### src/rtl/car_kinematics.sv
// Vehicle kinematics engine: each accepted frame tick updates speed and heading (VEL),
// then integrates Q.6 fixed-point position along the heading with arena-wall clamping (POS).
module car_kinematics #(
  parameter int         POS_W       = 16,
  parameter int         SPD_W       = 8,
  parameter logic [2:0] RUN_STATE   = 3'd1,
  parameter int         ACCEL       = 5,
  parameter int         BOOST_ACCEL = 20,
  parameter int         MAX_SPEED   = 60,
  parameter int         BOOST_MAX   = 100,
  parameter int         REV_MAX     = 30,
  parameter int         DRAG        = 5,
  parameter int         TURN_DIV    = 4,
  parameter int         X_MIN       = 0,
  parameter int         X_MAX       = 639,
  parameter int         Y_MIN       = 0,
  parameter int         Y_MAX       = 479,
  parameter int         START_X     = 160,
  parameter int         START_Y     = 120,
  parameter logic [3:0] START_ANGLE = 4'd0
) (
  input  logic                    i_clk,
  input  logic                    i_rst,
  input  logic                    i_tick,
  input  logic [2:0]              i_state,
  input  logic [2:0]              i_operation_code,
  input  logic                    i_boost,
  output logic [POS_W-1:0]        o_pos_x,
  output logic [POS_W-1:0]        o_pos_y,
  output logic [3:0]              o_angle_index,
  output logic signed [SPD_W-1:0] o_speed,
  output logic                    o_busy,
  output logic                    o_frame_done,
  output logic                    o_collision
);

  localparam int PW  = POS_W + 6;
  localparam int SW  = POS_W + 8;
  localparam int VW  = SPD_W + 2;
  localparam int DW  = SPD_W + 8;
  localparam int TCW = (TURN_DIV > 1) ? $clog2(TURN_DIV) : 1;

  localparam logic [2:0] OP_NIL   = 3'd0;
  localparam logic [2:0] OP_FWD   = 3'd1;
  localparam logic [2:0] OP_BWD   = 3'd2;
  localparam logic [2:0] OP_LEFT  = 3'd3;
  localparam logic [2:0] OP_RIGHT = 3'd4;

  localparam logic signed [VW-1:0] K_ACC   = VW'(ACCEL);
  localparam logic signed [VW-1:0] K_BACC  = VW'(BOOST_ACCEL);
  localparam logic signed [VW-1:0] K_MAX   = VW'(MAX_SPEED);
  localparam logic signed [VW-1:0] K_BMAX  = VW'(BOOST_MAX);
  localparam logic signed [VW-1:0] K_NREV  = VW'(-REV_MAX);
  localparam logic signed [VW-1:0] K_DRAG  = VW'(DRAG);
  localparam logic signed [VW-1:0] K_NDRAG = VW'(-DRAG);
  localparam logic [TCW-1:0]       K_TLAST = TCW'(TURN_DIV - 1);

  // Upper bounds admit any fraction inside the last pixel; leaving that pixel clamps.
  localparam logic signed [SW-1:0] K_XLO = SW'(X_MIN * 64);
  localparam logic signed [SW-1:0] K_XHI = SW'(X_MAX * 64 + 63);
  localparam logic signed [SW-1:0] K_YLO = SW'(Y_MIN * 64);
  localparam logic signed [SW-1:0] K_YHI = SW'(Y_MAX * 64 + 63);
  localparam logic [PW-1:0] K_XMIN_Q   = PW'(X_MIN * 64);
  localparam logic [PW-1:0] K_XMAX_Q   = PW'(X_MAX * 64);
  localparam logic [PW-1:0] K_YMIN_Q   = PW'(Y_MIN * 64);
  localparam logic [PW-1:0] K_YMAX_Q   = PW'(Y_MAX * 64);
  localparam logic [PW-1:0] K_XSTART_Q = PW'(START_X * 64);
  localparam logic [PW-1:0] K_YSTART_Q = PW'(START_Y * 64);

  typedef enum logic [1:0] {
    ST_IDLE = 2'd0,
    ST_VEL  = 2'd1,
    ST_POS  = 2'd2
  } state_t;

  function automatic logic signed [7:0] cos_lut(input logic [3:0] idx);
    logic signed [7:0] v;
    case (idx)
      4'd0:    v = 8'sd64;
      4'd1:    v = 8'sd59;
      4'd2:    v = 8'sd45;
      4'd3:    v = 8'sd24;
      4'd4:    v = 8'sd0;
      4'd5:    v = -8'sd24;
      4'd6:    v = -8'sd45;
      4'd7:    v = -8'sd59;
      4'd8:    v = -8'sd64;
      4'd9:    v = -8'sd59;
      4'd10:   v = -8'sd45;
      4'd11:   v = -8'sd24;
      4'd12:   v = 8'sd0;
      4'd13:   v = 8'sd24;
      4'd14:   v = 8'sd45;
      4'd15:   v = 8'sd59;
      default: v = 8'sd0;
    endcase
    return v;
  endfunction

  // Returns {clamped, new_position}; a clamp lands on the bound with zero fraction.
  function automatic logic [PW:0] clamp_axis(input logic signed [SW-1:0] sum,
                                             input logic signed [SW-1:0] lo,
                                             input logic signed [SW-1:0] hi,
                                             input logic [PW-1:0]        min_q,
                                             input logic [PW-1:0]        max_q);
    logic [PW:0] r;
    if (sum < lo) begin
      r = {1'b1, min_q};
    end else if (sum > hi) begin
      r = {1'b1, max_q};
    end else begin
      r = {1'b0, sum[PW-1:0]};
    end
    return r;
  endfunction

  state_t                  r_st, w_st_nxt;
  logic                    r_pend, w_pend_nxt;
  logic                    r_busy;
  logic [2:0]              r_op;
  logic                    r_boost;
  logic signed [SPD_W-1:0] r_speed;
  logic [3:0]              r_angle;
  logic [TCW-1:0]          r_turn_cnt;
  logic                    r_turn_dir;
  logic [PW-1:0]           r_pos_x, r_pos_y;
  logic                    r_frame_done, r_collision;

  logic                    w_run_tick, w_accept;
  logic signed [VW-1:0]    w_spd, w_cap, w_acc, w_dec, w_inc, w_bwd, w_rise, w_vel;
  logic signed [SPD_W-1:0] w_spd_nxt;
  logic                    w_is_turn, w_dir;
  logic [TCW-1:0]          w_cnt_eff, w_cnt_nxt;
  logic [3:0]              w_ang_nxt;
  logic                    w_dir_nxt;
  logic signed [7:0]       w_cos, w_sin;
  logic signed [DW-1:0]    w_spd_dw, w_cos_dw, w_sin_dw, w_mul_x, w_mul_y, w_dx, w_dy;
  logic signed [SW-1:0]    w_sum_x, w_sum_y;
  logic [PW-1:0]           w_new_x, w_new_y;
  logic                    w_clamp_x, w_clamp_y;

  // A tick is taken when idle, or parked as the single pending update while busy.
  assign w_run_tick = i_tick & (i_state == RUN_STATE);
  assign w_accept   = w_run_tick & ((r_st == ST_IDLE) | ~r_pend);

  // Next-state logic for the IDLE -> VEL -> POS sequence with pending restart.
  always_comb begin
    w_st_nxt   = r_st;
    w_pend_nxt = r_pend;
    case (r_st)
      ST_IDLE: begin
        w_pend_nxt = 1'b0;
        if (w_run_tick) w_st_nxt = ST_VEL;
        else            w_st_nxt = ST_IDLE;
      end
      ST_VEL: begin
        w_st_nxt = ST_POS;
        if (w_accept) w_pend_nxt = 1'b1;
        else          w_pend_nxt = r_pend;
      end
      ST_POS: begin
        w_pend_nxt = 1'b0;
        if (r_pend || w_accept) w_st_nxt = ST_VEL;
        else                    w_st_nxt = ST_IDLE;
      end
      default: begin
        w_st_nxt   = ST_IDLE;
        w_pend_nxt = 1'b0;
      end
    endcase
  end

  assign w_spd  = {{2{r_speed[SPD_W-1]}}, r_speed};
  assign w_cap  = r_boost ? K_BMAX : K_MAX;
  assign w_acc  = r_boost ? K_BACC : K_ACC;
  assign w_dec  = w_spd - K_DRAG;
  assign w_inc  = w_spd + w_acc;
  assign w_bwd  = w_spd - K_ACC;
  assign w_rise = w_spd + K_DRAG;

  // Speed rule: accelerate/decay toward the active cap, reverse with its own cap, else coast to zero.
  always_comb begin
    w_vel = w_spd;
    case (r_op)
      OP_FWD: begin
        if (w_spd > w_cap) begin
          if (w_dec > w_cap) w_vel = w_dec;
          else               w_vel = w_cap;
        end else begin
          if (w_inc < w_cap) w_vel = w_inc;
          else               w_vel = w_cap;
        end
      end
      OP_BWD: begin
        if (w_bwd > K_NREV) w_vel = w_bwd;
        else                w_vel = K_NREV;
      end
      default: begin
        if (w_spd > K_DRAG)       w_vel = w_dec;
        else if (w_spd < K_NDRAG) w_vel = w_rise;
        else                      w_vel = {VW{1'b0}};
      end
    endcase
  end

  assign w_spd_nxt = w_vel[SPD_W-1:0];
  assign w_is_turn = (r_op == OP_LEFT) | (r_op == OP_RIGHT);
  assign w_dir     = (r_op == OP_RIGHT);
  assign w_cnt_eff = (w_dir == r_turn_dir) ? r_turn_cnt : {TCW{1'b0}};

  // Heading steps once per TURN_DIV held turn ticks; a direction change restarts the count.
  always_comb begin
    w_cnt_nxt = {TCW{1'b0}};
    w_ang_nxt = r_angle;
    w_dir_nxt = r_turn_dir;
    if (w_is_turn) begin
      w_dir_nxt = w_dir;
      if (w_cnt_eff == K_TLAST) begin
        w_cnt_nxt = {TCW{1'b0}};
        w_ang_nxt = w_dir ? (r_angle + 4'd1) : (r_angle - 4'd1);
      end else begin
        w_cnt_nxt = w_cnt_eff + TCW'(1);
        w_ang_nxt = r_angle;
      end
    end else begin
      w_cnt_nxt = {TCW{1'b0}};
      w_ang_nxt = r_angle;
      w_dir_nxt = r_turn_dir;
    end
  end

  // speed (1/8 px) * Q1.6 trig is 1/512 px; >>>3 brings it to the 1/64 px position grid.
  assign w_cos    = cos_lut(r_angle);
  assign w_sin    = cos_lut(r_angle + 4'd12);
  assign w_spd_dw = {{8{r_speed[SPD_W-1]}}, r_speed};
  assign w_cos_dw = {{SPD_W{w_cos[7]}}, w_cos};
  assign w_sin_dw = {{SPD_W{w_sin[7]}}, w_sin};
  assign w_mul_x  = w_spd_dw * w_cos_dw;
  assign w_mul_y  = w_spd_dw * w_sin_dw;
  assign w_dx     = w_mul_x >>> 3'd3;
  assign w_dy     = w_mul_y >>> 3'd3;
  assign w_sum_x  = $signed({2'b00, r_pos_x}) + $signed({{(SW-DW){w_dx[DW-1]}}, w_dx});
  assign w_sum_y  = $signed({2'b00, r_pos_y}) + $signed({{(SW-DW){w_dy[DW-1]}}, w_dy});

  assign {w_clamp_x, w_new_x} = clamp_axis(w_sum_x, K_XLO, K_XHI, K_XMIN_Q, K_XMAX_Q);
  assign {w_clamp_y, w_new_y} = clamp_axis(w_sum_y, K_YLO, K_YHI, K_YMIN_Q, K_YMAX_Q);

  // State, kinematic registers and frame pulses.
  always_ff @(posedge i_clk) begin
    if (i_rst) begin
      r_st         <= ST_IDLE;
      r_pend       <= 1'b0;
      r_busy       <= 1'b0;
      r_op         <= OP_NIL;
      r_boost      <= 1'b0;
      r_speed      <= {SPD_W{1'b0}};
      r_angle      <= START_ANGLE;
      r_turn_cnt   <= {TCW{1'b0}};
      r_turn_dir   <= 1'b0;
      r_pos_x      <= K_XSTART_Q;
      r_pos_y      <= K_YSTART_Q;
      r_frame_done <= 1'b0;
      r_collision  <= 1'b0;
    end else begin
      r_st         <= w_st_nxt;
      r_pend       <= w_pend_nxt;
      r_busy       <= (w_st_nxt != ST_IDLE);
      r_frame_done <= 1'b0;
      r_collision  <= 1'b0;
      if (w_accept) begin
        r_op    <= i_operation_code;
        r_boost <= i_boost;
      end
      case (r_st)
        ST_VEL: begin
          r_speed    <= w_spd_nxt;
          r_angle    <= w_ang_nxt;
          r_turn_cnt <= w_cnt_nxt;
          r_turn_dir <= w_dir_nxt;
        end
        ST_POS: begin
          r_pos_x      <= w_new_x;
          r_pos_y      <= w_new_y;
          r_frame_done <= 1'b1;
          r_collision  <= w_clamp_x | w_clamp_y;
          if (w_clamp_x | w_clamp_y) r_speed <= {SPD_W{1'b0}};
        end
        default: ;
      endcase
    end
  end

  assign o_pos_x       = r_pos_x[PW-1:6];
  assign o_pos_y       = r_pos_y[PW-1:6];
  assign o_angle_index = r_angle;
  assign o_speed       = r_speed;
  assign o_busy        = r_busy;
  assign o_frame_done  = r_frame_done;
  assign o_collision   = r_collision;

endmodule

### config.mk
export PLATFORM = sky130hd
export DESIGN_NAME = car_kinematics
export DESIGN_NICKNAME = d
export VERILOG_FILES = /design/src/rtl/car_kinematics.sv
export SDC_FILE = /design/constraint.sdc
export NUM_CORES = 1
export LEC_CHECK = 0
export BUFFER_PORTS_ARGS = -buffer_cell sky130_fd_sc_hd__buf_4
export CAP_MARGIN = 20
export CELL_PAD_IN_SITES_DETAIL_PLACEMENT = 2
export CELL_PAD_IN_SITES_GLOBAL_PLACEMENT = 2
export CORE_MARGIN = 3
export CORE_UTILIZATION = 43
export CTS_BUF_LIST = sky130_fd_sc_hd__clkbuf_4
export CTS_CLUSTER_SIZE = 16
export DETAILED_ROUTE_END_ITERATION = 10
export PLACE_DENSITY_LB_ADDON = 0.1
export SLEW_MARGIN = 5
export SYNTH_ARGS = -nofsm -noshare
export SYNTH_HDL_FRONTEND = slang
export SYNTH_SLANG_ARGS = --single-unit
### constraint.sdc
create_clock -name i_clk -period 13.5 [get_ports i_clk]
set_clock_uncertainty 0.05 [all_clocks]
set_input_delay 0.675 -clock i_clk [delete_from_list [all_inputs] [get_ports i_clk]]
set_output_delay 0.675 -clock i_clk [all_outputs]
set_load 0.05 [all_outputs]
==> results of run 1 <==
-- cell type report --
cell class	count	area [um2]
clock inverter	7	90.09
timing repair buffer	66	495.5
multi-input combinational	1092	9057
fill	3108	14550
tap	341	426.7
inverter	209	784.5
clock buffer	9	67.56
sequential	77	1541
antenna	5	12.51
-- layer usage --
layer / vias up / global-route usage [%]
met5: - / 0
met4: 0 / 6.560
li1: 4808 / -
met1: 5191 / 32.35
met2: 176 / 47.02
met3: 52 / 3.201
-- tightest hold or removal path, stage by stage --
cell,delay [ps]
buf_4,80
mux2i_1,50
nor2_1,70
-- cells in the mapped netlist, types with 18 or more instances --
| cell type | number | area [um2] |
|---|---|---|
| inv_1 | 208 | 780.8 |
| ha_1 | 129 | 1614 |
| fa_1 | 113 | 2262 |
| nor2_1 | 113 | 424.2 |
| nand2_1 | 106 | 397.9 |
| a21oi_1 | 81 | 405.4 |
| and2_1 | 78 | 488.0 |
| dfxtp_1 | 77 | 1541 |
| o21ai_0 | 75 | 375.4 |
| xnor2_1 | 64 | 560.5 |
| clkbuf_1 | 36 | 135.1 |
| buf_4 | 33 | 247.7 |
| nor2b_1 | 27 | 168.9 |
| nand2b_1 | 22 | 137.6 |
| a21o_1 | 19 | 142.6 |
| xor2_1 | 19 | 166.4 |
| nand3_1 | 18 | 90.09 |
-- cell usage in the layout (no fill, tap or decap), drive strengths merged, types with 7 or more instances in the layout --
cell / synthesis / final
nand3: 18 / 18
and3: 10 / 10
a31oi: 11 / 11
a22o: 9 / 9
a21oi: 85 / 85
o21a: 13 / 13
xnor2: 64 / 64
o211ai: 15 / 15
nor3: 16 / 16
o22ai: 10 / 10
nand4: 11 / 11
clkbuf: 39 / 9
nand2b: 22 / 22
nand2: 109 / 109
dfxtp: 77 / 77
buf: 41 / 66
ha: 129 / 129
o221ai: 8 / 8
inv: 208 / 212
nor2b: 27 / 27
a211oi: 15 / 15
mux2i: 12 / 12
fa: 113 / 113
a21o: 19 / 19
o21ai: 84 / 84
nor2: 114 / 114
xor2: 19 / 19
and2: 78 / 78
o31ai: 7 / 7
-- kinds of logic after synthesis --
logic type / share of synthesized area [%]
buffers and inverters: 10.83
muxes: 1.106
DFF: 12.97
and+or+nand+nor: 18.24
xor gates and xnor gates: 6.117
AOI/OAI and AO/OA: 18.12
adders and majority gates: 32.62
-- registers in the layout (all words and copies together), names as in the netlist, 2 cells and up --
register,flops
r_pos_y,22
r_st,2
w_cos,8
o_speed,8
r_op,3
r_turn_cnt,2
o_angle_index,4
r_pos_x,22
-- metrics by stage --
stage	setup slack, ps	power [mW]	cell area (um2)	cells
6_report	3709	0.5278	12480	1806
5_1_grt	2942	0.5529	12480	1806
4_1_cts	3637	0.5289	12460	1801
3_5_place_dp	3712	0.3533	12310	1785
3_3_place_gp	4262	0.3482	12310	1785
2_1_floorplan	4979	0.3178	11880	1459
-- power by group --
group / internal (mW) / leakage (nW) / switching, mW / total [mW]
Sequential: 0.230 / 0.621 / 0.00162 / 0.231
Combinational: 0.0394 / 5.10 / 0.0799 / 0.119
Clock: 0.0613 / 0.0801 / 0.116 / 0.177
Total: 0.330 / 5.81 / 0.197 / 0.528
-- path summary, 6_finish.rpt --
kind,from,endpoint,cells past startpoint
max reg2reg,o_angle_index[0],o_speed[6],32
min,i_operation_code[1],r_op[1],3
min reg2reg,r_pos_y[5],r_pos_y[5],2
max,o_angle_index[0],o_speed[6],32
==> results.py, run 1 <==
metrics = {
    "run_status": {
        "outcome": "finished clean",
    },
    "detailed_routing": {
        "drtPass1Iterations": 5,
        "met2_length_mm": 19.21,
        "m1WireLength_mm": 16.55,
        "via_per_inst": 5.663,
        "drc": 0,
        "route.met3.wl_mm": 1.098,
        "wl_per_cell_um": 20.86,
        "dr.max_layer_used": "met4",
        "wirelength_mm": 37.68,
        "vias": 10230,
        "ant_nets": 0,
        "drt_iter0_markers": 517,
    },
    "sta": {
        "final.period_utilization_pct": 72.53,
        "fin_setup_tns_ps": 0,
        "rsz0062_at_grt": "false",
        "worst_pin_slew_ps": 1072,
        "layout_min_cycle_time_ps": 9791,
        "maxSlewViolCount": 0,
        "whs_ps": 337.0,
        "max_clock_freq_ghz": 0.1021,
        "final_hold_viol_count": 0,
        "max_slew_margin_pct": 26.72,
        "setup_violations": 0,
    },
    "die": {
        "fp.dieW_um": 172.2,
        "dieArea_um2": 29670,
        "io_pins": 57,
        "fp.dieH_um": 172.2,
        "core_area_um2": 27030,
        "initial_utilization_pct": 43.97,
        "rows": 60,
    },
    "global_route": {
        "grt_overflow": 0,
        "grt_max_degree": 38,
        "antenna_found_initial": 2,
        "grt_first_pass_wirelength_mm": 60.57,
        "grt_pass1_vias": 11390,
        "groute.usage.overall_pct": 25.81,
    },
    "clocking": {
        "htreeDepth": 3,
        "clk-insertion-delay-late_ps": 530,
        "hold_buffers": 0,
        "post_cts_buffers": 0,
        "cts_tree": "built",
        "post_cts_resize_count": 0,
        "clockBufferDepth": 2,
        "cts_root_buffer": "clkbuf_4",
        "cts_made_buffers": 9,
        "clk_pin_slew_ps": 170,
        "numClockSinks": 77,
    },
    "power": {
        "power.leakage_nw": 5.806,
        "ir_worst_vdd_mv": 0.04114,
        "p_per_area_nw_per_um2": 42.30,
    },
    "logic_synthesis": {
        "async_flop_share_pct": 0,
        "seq_area_frac_synth_pct": 12.97,
        "ys_types": 88,
        "synth_ff_type": "dfxtp_1",
        "synth_edf_count": 0,
        "synth_nets": 1711,
        "syn_avg_cell_area_um2": 8.145,
        "syn-instance-count": 1459,
        "ys_ff_latch": 77,
        "syn_area_um2": 11880,
        "yosysWarnings": 0,
    },
    "layout": {
        "syn2layout_area_growth_pct": 4.980,
        "layout-drive-gt1-share_pct": 8.288,
        "nNetsFinal": 1707,
        "fin_util_pct": 46.16,
    },
    "setup_path": {
        "path_delay_family": "adder cells",
        "crit_buf_inv": 6,
        "end_kind": "flop",
        "required_ps": 13880,
        "critical_path.max_stage_delay_ps": 710,
        "arrival_ps": 10170,
        "r2r_slack_ps": 3710,
        "cp_max_fo": 12,
        "worstSetupStartpointType": "flop",
        "worstSetupPathType": "reg2reg",
        "crit_slowest_cell": "mux2i_1",
        "cp_common_cell": "inv_1",
    },
    "place": {
        "place_congestion": 0.8634,
        "dp_hpwl_mm": 30.41,
        "io_buffer_count": 56,
    },
    "flow_run": {
        "drv_cap": 0,
    },
    "min_path": {
        "hold_path_class": "in2reg",
    },
}
Power figures use the tool's default switching activity.
==> inputs of run 2 (changes only) <==
CORE_UTILIZATION = 40   (was 43)
clock period = 9.36 ns   (was 13.5 ns; I/O delays follow)
==> run 2 against run 1 <==
Total power grew 43%. Routed wire length shrank 5.1%. First-iteration DRC count shrank 26%. Clock power grew 44%. Non-clock buffer count grew 14. Combinational power grew 37%. Register-to-register slack lost 3100 ps. Maximum frequency grew 12%. Sequential share of layout area shrank 0.19 points. Design area grew 1.7%. Die area grew 7.2%. Hold slack lost 190 ps. Critical endpoint is now o_speed[3]. Highest routed layer unchanged.
==> results.py, run 2 (synthesized netlist as in run 1, its figures left out) <==
metrics = {
    "setup_path": {
        "worstSetupStartpointType": "flop",
        "required_ps": 9740,
        "path_delay_family": "adder cells",
        "crit_slowest_cell": "fa_1",
        "cp_max_fo": 12,
        "worst-r2r-cell-count": 30,
        "r2r_end": "o_speed[3]",
        "end_kind": "flop",
        "arrival_ps": 9100,
        "critical_path.max_stage_delay_ps": 570,
        "worstSetupPathType": "reg2reg",
        "r2r-start": "o_angle_index[0]",
        "r2r_slack_ps": 640,
        "crit_buf_inv": 4,
    },
    "layout": {
        "final_cell_mix": "inv_1, ha_1, fa_1, nor2_1, nand2_1",
        "stdcell_area_um2": 12690,
        "top_regs": "r_pos_x x22, r_pos_y x22",
        "layoutNonFillerInstCount": 1860,
        "layout_commonest_cell": "inv_1",
        "nNetsFinal": 1721,
        "fill_cells": 3376,
        "syn2layout_area_growth_pct": 6.791,
        "layout-drive-gt1-share_pct": 9.837,
    },
    "detailed_routing": {
        "wirelength_mm": 35.77,
        "ant_nets": 0,
        "drc": 0,
        "vias": 10110,
        "drt_iter0_markers": 382,
        "drtPass1Iterations": 5,
        "wl_per_cell_um": 19.23,
        "via_per_inst": 5.433,
    },
    "clocking": {
        "clk-insertion-delay-late_ps": 530,
        "numClockSinks": 77,
        "cts_tree": "built",
        "hold_buffers": 0,
        "cts_made_buffers": 9,
        "clk_pin_slew_ps": 160,
        "htreeDepth": 3,
        "clockBufferDepth": 2,
        "cts_root_buffer": "clkbuf_4",
    },
    "sta": {
        "whs_ps": 142.4,
        "setup_violations": 0,
        "final_hold_viol_count": 0,
        "max_clock_freq_ghz": 0.1146,
        "final.period_utilization_pct": 93.19,
        "layout_min_cycle_time_ps": 8722,
        "maxSlewViolCount": 0,
        "worst_pin_slew_ps": 967.7,
        "max_slew_margin_pct": 34.61,
        "rsz0062_at_grt": "false",
    },
    "power": {
        "p_per_area_nw_per_um2": 59.66,
        "ir_worst_vdd_mv": 0.06265,
        "power.leakage_nw": 5.883,
    },
    "min_path": {
        "hold_path_end": "r_op[0]",
        "hold_path_depth": 3,
        "hold_path_class": "in2reg",
        "min-delay-start": "i_operation_code[0]",
    },
    "die": {
        "rows": 62,
        "fp.dieW_um": 178.4,
        "io_pins": 57,
        "initial_utilization_pct": 40.96,
        "fp.dieH_um": 178.4,
        "core_area_um2": 29010,
        "dieArea_um2": 31810,
    },
    "place": {
        "place_area_um2": 12460,
        "dp_hpwl_mm": 29.59,
        "placed_cells": 1840,
        "io_buffer_count": 56,
        "place_congestion": 0.8401,
    },
    "global_route": {
        "grt_first_pass_wirelength_mm": 58.86,
        "grt_overflow": 0,
        "antenna_found_initial": 1,
        "grt_pass1_vias": 11190,
        "grt_max_degree": 31,
        "groute.usage.overall_pct": 23.20,
    },
    "run_status": {
        "outcome": "finished clean",
    },
    "flow_run": {
        "drv_cap": 0,
    },
}
## run 2: worst max-delay path by stage
stage                           from    endpoint  cells past startpoint  slack (ps)
floorplan           o_angle_index[0]  o_speed[3]                     36         840
global route        o_angle_index[0]  o_speed[6]                     34          10
CTS                 o_angle_index[0]  r_pos_y[2]                     30          90
detailed placement  o_angle_index[0]  o_speed[6]                     30         -50
global placement    o_angle_index[0]  o_speed[3]                     32         420
finish              o_angle_index[0]  o_speed[3]                     30         640
## run 2: power by group
group	leakage, nW	total [mW]	switching [mW]	internal, mW
clock	0.0862	0.254	0.166	0.0886
sequential	0.622	0.339	0.00832	0.331
combinational	5.17	0.163	0.105	0.0582
## run 2: worst register-to-register path, delay by kind of cell, from the launching register on
family                   cells  cell delay [ps]
flip-flops                   1              420
multiplexers                 1              230
AND/OR/NAND/NOR              5             1450
AO/OA/AOI/OAI               12             2330
buffers and inverters        4              590
XOR/XNOR                     1              310
adder cells (fa/ha/maj)      7             3260
## run 2: routing by layer
layer	track usage, %	vias up	share of wire (%)
met2	41.44	110	50
li1	-	4819	-
met4	4.675	0	1.4
met1	30.29	5146	46
met3	2.469	31	2.1
met5	0	-	0
## run 2: timing repair
item                                    in CTS  in global routing
buffers inserted                             0                  2
hold endpoints to repair                     0                  0
gates resized for setup                      1                 12
endpoints found under the setup margin      13                 24
cloned                                       0                  0
## run 2: through the flow
| stage | setup WS (ps) | power (mW) | setup TNS (ps) | util, % |
|---|---|---|---|---|
| global placement | 424.6 | 0.5054 | 0 | 42.95 |
| floorplan | 839.1 | 0.4584 | 0 | - |
| global route | 11.17 | 0.8004 | 0 | 43.74 |
| CTS | 90.22 | 0.7689 | 0 | 43.52 |
| detailed placement | -53.64 | 0.5101 | -350.6 | 42.95 |
| finish | 637.7 | 0.7571 | 0 | 43.74 |
## run 2: final cells by class
type,instances,area (um2),area share [%]
clock inverters,7,92.59,0.7296
clock buffers,9,67.56,0.5324
repair buffers,80,613.1,4.831
flip-flops and latches,77,1544,12.17
multi-input cells,1092,9104,71.73
diodes,2,5.005,0.03944
inverters,209,784.5,6.182
well taps,384,480.5,3.786
==> inputs of run 3 (changes only) <==
ABC_AREA = 1   (was not set)
CORE_UTILIZATION = 37   (was 40)
clock period = 8.6 ns   (was 9.36 ns; I/O delays follow)
==> run 3 against run 2 <==
Clock power up 5%. Non-clock buffer count shrank 5. Design area is 9.8% higher. Critical path type unchanged. Largest power group unchanged.
==> results.py, run 3 <==
metrics = {
    "run_status": {
        "outcome": "finished clean",
    },
    "setup_path": {
        "worstSetupStartpointType": "flop",
        "cp_common_cell": "nand2_1",
        "critical_path.max_stage_delay_ps": 550,
        "crit_slowest_cell": "fa_1",
        "cp_max_fo": 9,
        "r2r-start": "o_angle_index[1]",
        "worst-r2r-cell-count": 39,
        "end_kind": "flop",
        "r2r_slack_ps": 710,
        "path_delay_family": "adder cells",
        "required_ps": 8980,
        "crit_buf_inv": 5,
        "arrival_ps": 8280,
        "worstSetupPathType": "reg2reg",
        "r2r_end": "o_speed[7]",
    },
    "sta": {
        "fin_setup_tns_ps": 0,
        "setup_violations": 0,
        "final_hold_viol_count": 0,
        "max_clock_freq_ghz": 0.1267,
        "max_slew_margin_pct": 35.22,
        "worst_pin_slew_ps": 964.3,
        "layout_min_cycle_time_ps": 7894,
        "final.period_utilization_pct": 91.79,
        "maxSlewViolCount": 0,
    },
    "power": {
        "power_frac_comb_pct": 7.0,
        "p_int_mw": 0.4457,
        "sequentialPowerShare_pct": 53.6,
        "ir_worst_vdd_mv": 0.04665,
        "p_per_area_nw_per_um2": 48.39,
        "p_sw_share_pct": 33.90,
        "power_frac_clock_pct": 39.4,
        "power.net_switching_mw": 0.2286,
        "power.leakage_nw": 7.791,
    },
    "layout": {
        "top_regs": "r_pos_x x22, r_pos_y x22",
        "syn2layout_area_growth_pct": 6.944,
        "final_cell_mix": "nand2_1, inv_1, nor2_1, ha_1, fa_1",
        "nNetsFinal": 2265,
        "layout-drive-gt1-share_pct": 8.771,
        "layout_commonest_cell": "nand2_1",
        "stdcell_area_um2": 13930,
    },
    "detailed_routing": {
        "drt_iter0_markers": 554,
        "via_per_inst": 5.007,
        "wl_per_cell_um": 18.31,
        "vias": 12390,
        "wirelength_mm": 45.30,
        "drtPass1Iterations": 4,
        "ant_nets": 0,
        "drc": 0,
    },
    "logic_synthesis": {
        "synth_xor_area_share_pct": 4.091,
        "async_flop_share_pct": 0,
        "ys_ff_latch": 77,
        "synth_ff_type": "dfxtp_1",
        "syn_avg_cell_area_um2": 6.524,
        "yosys.area.top_type_share_pct": 17.36,
        "yosys.area_share.simple_pct": 29.18,
        "synth_largest_area_cell": "fa_1",
        "synth_top_family_by_area": "adder cells",
        "synthAdderAreaFrac_pct": 29.75,
        "yosysWarnings": 0,
        "seq_area_frac_synth_pct": 11.83,
        "synthMuxAreaShare_pct": 0.07683,
        "synth_edf_count": 0,
        "syn_area_um2": 13030,
        "ys_types": 53,
        "ys_top_cells_by_count": "nand2_1, inv_1, nor2_1, ha_1, fa_1",
        "synth_nets": 2249,
        "synth.most_common_cell": "nand2_1",
        "syn-instance-count": 1997,
        "synth.area.top_cells": "fa_1, nand2_1, inv_1",
        "synth_compound_area_share_pct": 8.883,
    },
    "die": {
        "core_area_um2": 34630,
        "fp.dieH_um": 193.7,
        "fp.dieW_um": 193.7,
        "initial_utilization_pct": 37.62,
        "dieArea_um2": 37500,
        "rows": 68,
        "io_pins": 57,
    },
    "clocking": {
        "cts_made_buffers": 9,
        "cts_tree": "built",
        "cts_root_buffer": "clkbuf_4",
        "hold_buffers": 0,
        "numClockSinks": 77,
        "clk_pin_slew_ps": 170,
        "htreeDepth": 3,
        "clockBufferDepth": 2,
        "clk-insertion-delay-late_ps": 520,
    },
    "min_path": {
        "hold_path_class": "in2reg",
        "hold_path_end": "r_op[2]",
        "min-delay-start": "i_operation_code[2]",
        "hold_path_depth": 3,
    },
    "global_route": {
        "antenna_found_initial": 1,
        "grt_max_degree": 53,
        "groute.usage.overall_pct": 24.32,
        "grt_pass1_vias": 14050,
        "grt_first_pass_wirelength_mm": 74.68,
        "grt_overflow": 0,
    },
    "flow_run": {
        "drv_cap": 0,
    },
    "place": {
        "place_congestion": 0.8370,
        "dp_hpwl_mm": 38.27,
        "place_area_um2": 13720,
        "io_buffer_count": 56,
    },
}
run 3: changes by cell type in the layout (fill, tap and decap cells not counted), sizes merged, moves of 13 or more:
cell | before | now
nand2b | 22 | 0
nor2 | 114 | 165
a211oi | 15 | 2
nand2 | 109 | 581
xnor2 | 64 | 30
o21ai | 84 | 54
a21o | 19 | 5
nand3 | 18 | 102
a21oi | 85 | 109
inv | 212 | 449
and2 | 78 | 4
nor2b | 27 | 0
run 3: what timing repair did:
item,in CTS,in global routing
buffers inserted,0,2
resized for setup,0,13
setup endpoints to repair,0,24
run 3: worst max path at each step:
stage                                start           to  slack (ps)  cells after the start
after floorplan           o_angle_index[0]  r_pos_y[10]        1420                     43
after global placement    o_angle_index[0]   o_speed[5]         780                     39
after detailed placement  o_angle_index[1]   r_pos_y[9]         390                     40
after CTS                 o_angle_index[1]   o_speed[7]         320                     39
after global routing      o_angle_index[0]   o_speed[7]         -70                     41
final                     o_angle_index[1]   o_speed[7]         710                     39
run 3: cell families after synthesis:
logic type / after synthesis
AO/OA/AOI/OAI: 204
multiplexers: 1
adder cells (fa/ha/maj): 242
buffers and inverters: 520
AND/OR/NAND/NOR: 893
XOR/XNOR: 60
flip-flops: 77
run 3: power by group through the flow:
| stage | Clock (mW) | Combinational, mW | Sequential [mW] |
|---|---|---|---|
| final | 0.266 | 0.0473 | 0.361 |
| after global placement | 0 | 0.0458 | 0.369 |
| after detailed placement | 0 | 0.0473 | 0.369 |
| after CTS | 0.274 | 0.0475 | 0.361 |
| after floorplan | 0 | 0.0300 | 0.369 |
| after global routing | 0.288 | 0.0524 | 0.362 |
run 3: layout make-up:
| class | instances | area (um2) |
|---|---|---|
| fill | 4365 | 20690 |
| timing repair buffer | 75 | 563.0 |
| inverter | 449 | 1693 |
| clock buffer | 9 | 67.56 |
| tap | 455 | 569.3 |
| timing repair inverter | 1 | 7.507 |
| clock inverter | 7 | 83.83 |
| multi-input combinational | 1400 | 9404 |
| sequential | 77 | 1543 |
| antenna | 1 | 2.502 |
run 3: layer usage:
layer  GRT usage, %  wire length [um]
met1          30.90             20580
met2          45.67             23600
met3          1.755               629
met4          4.233               488
met5              0                 0
run 3: metrics by stage:
| step | utilization, % | setup WS (ps) | hold slack [ps] | instances | power [mW] |
|---|---|---|---|---|---|
| finish | 40.24 | 706.1 | 140.2 | 2474 | 0.6743 |
| global route | 40.24 | -73.23 | 160.1 | 2474 | 0.7025 |
| global placement | 39.63 | 777.0 | 400.6 | 2454 | 0.4144 |
| CTS | 40.06 | 322.3 | 102.4 | 2470 | 0.6827 |
| floorplan | - | 1422 | 386.8 | 1997 | 0.3988 |
| detailed placement | 39.63 | 387.0 | 412.6 | 2454 | 0.4160 |
run 3: worst register-to-register path, delay by kind of cell, from the launching register on:
kind / cells / cell delay [ps]
AOI/OAI and AO/OA: 9 / 1870
xor gates and xnor gates: 1 / 180
adders and majority gates: 7 / 3210
buffers and inverters: 5 / 390
DFF: 1 / 490
and+or+nand+nor: 17 / 1640
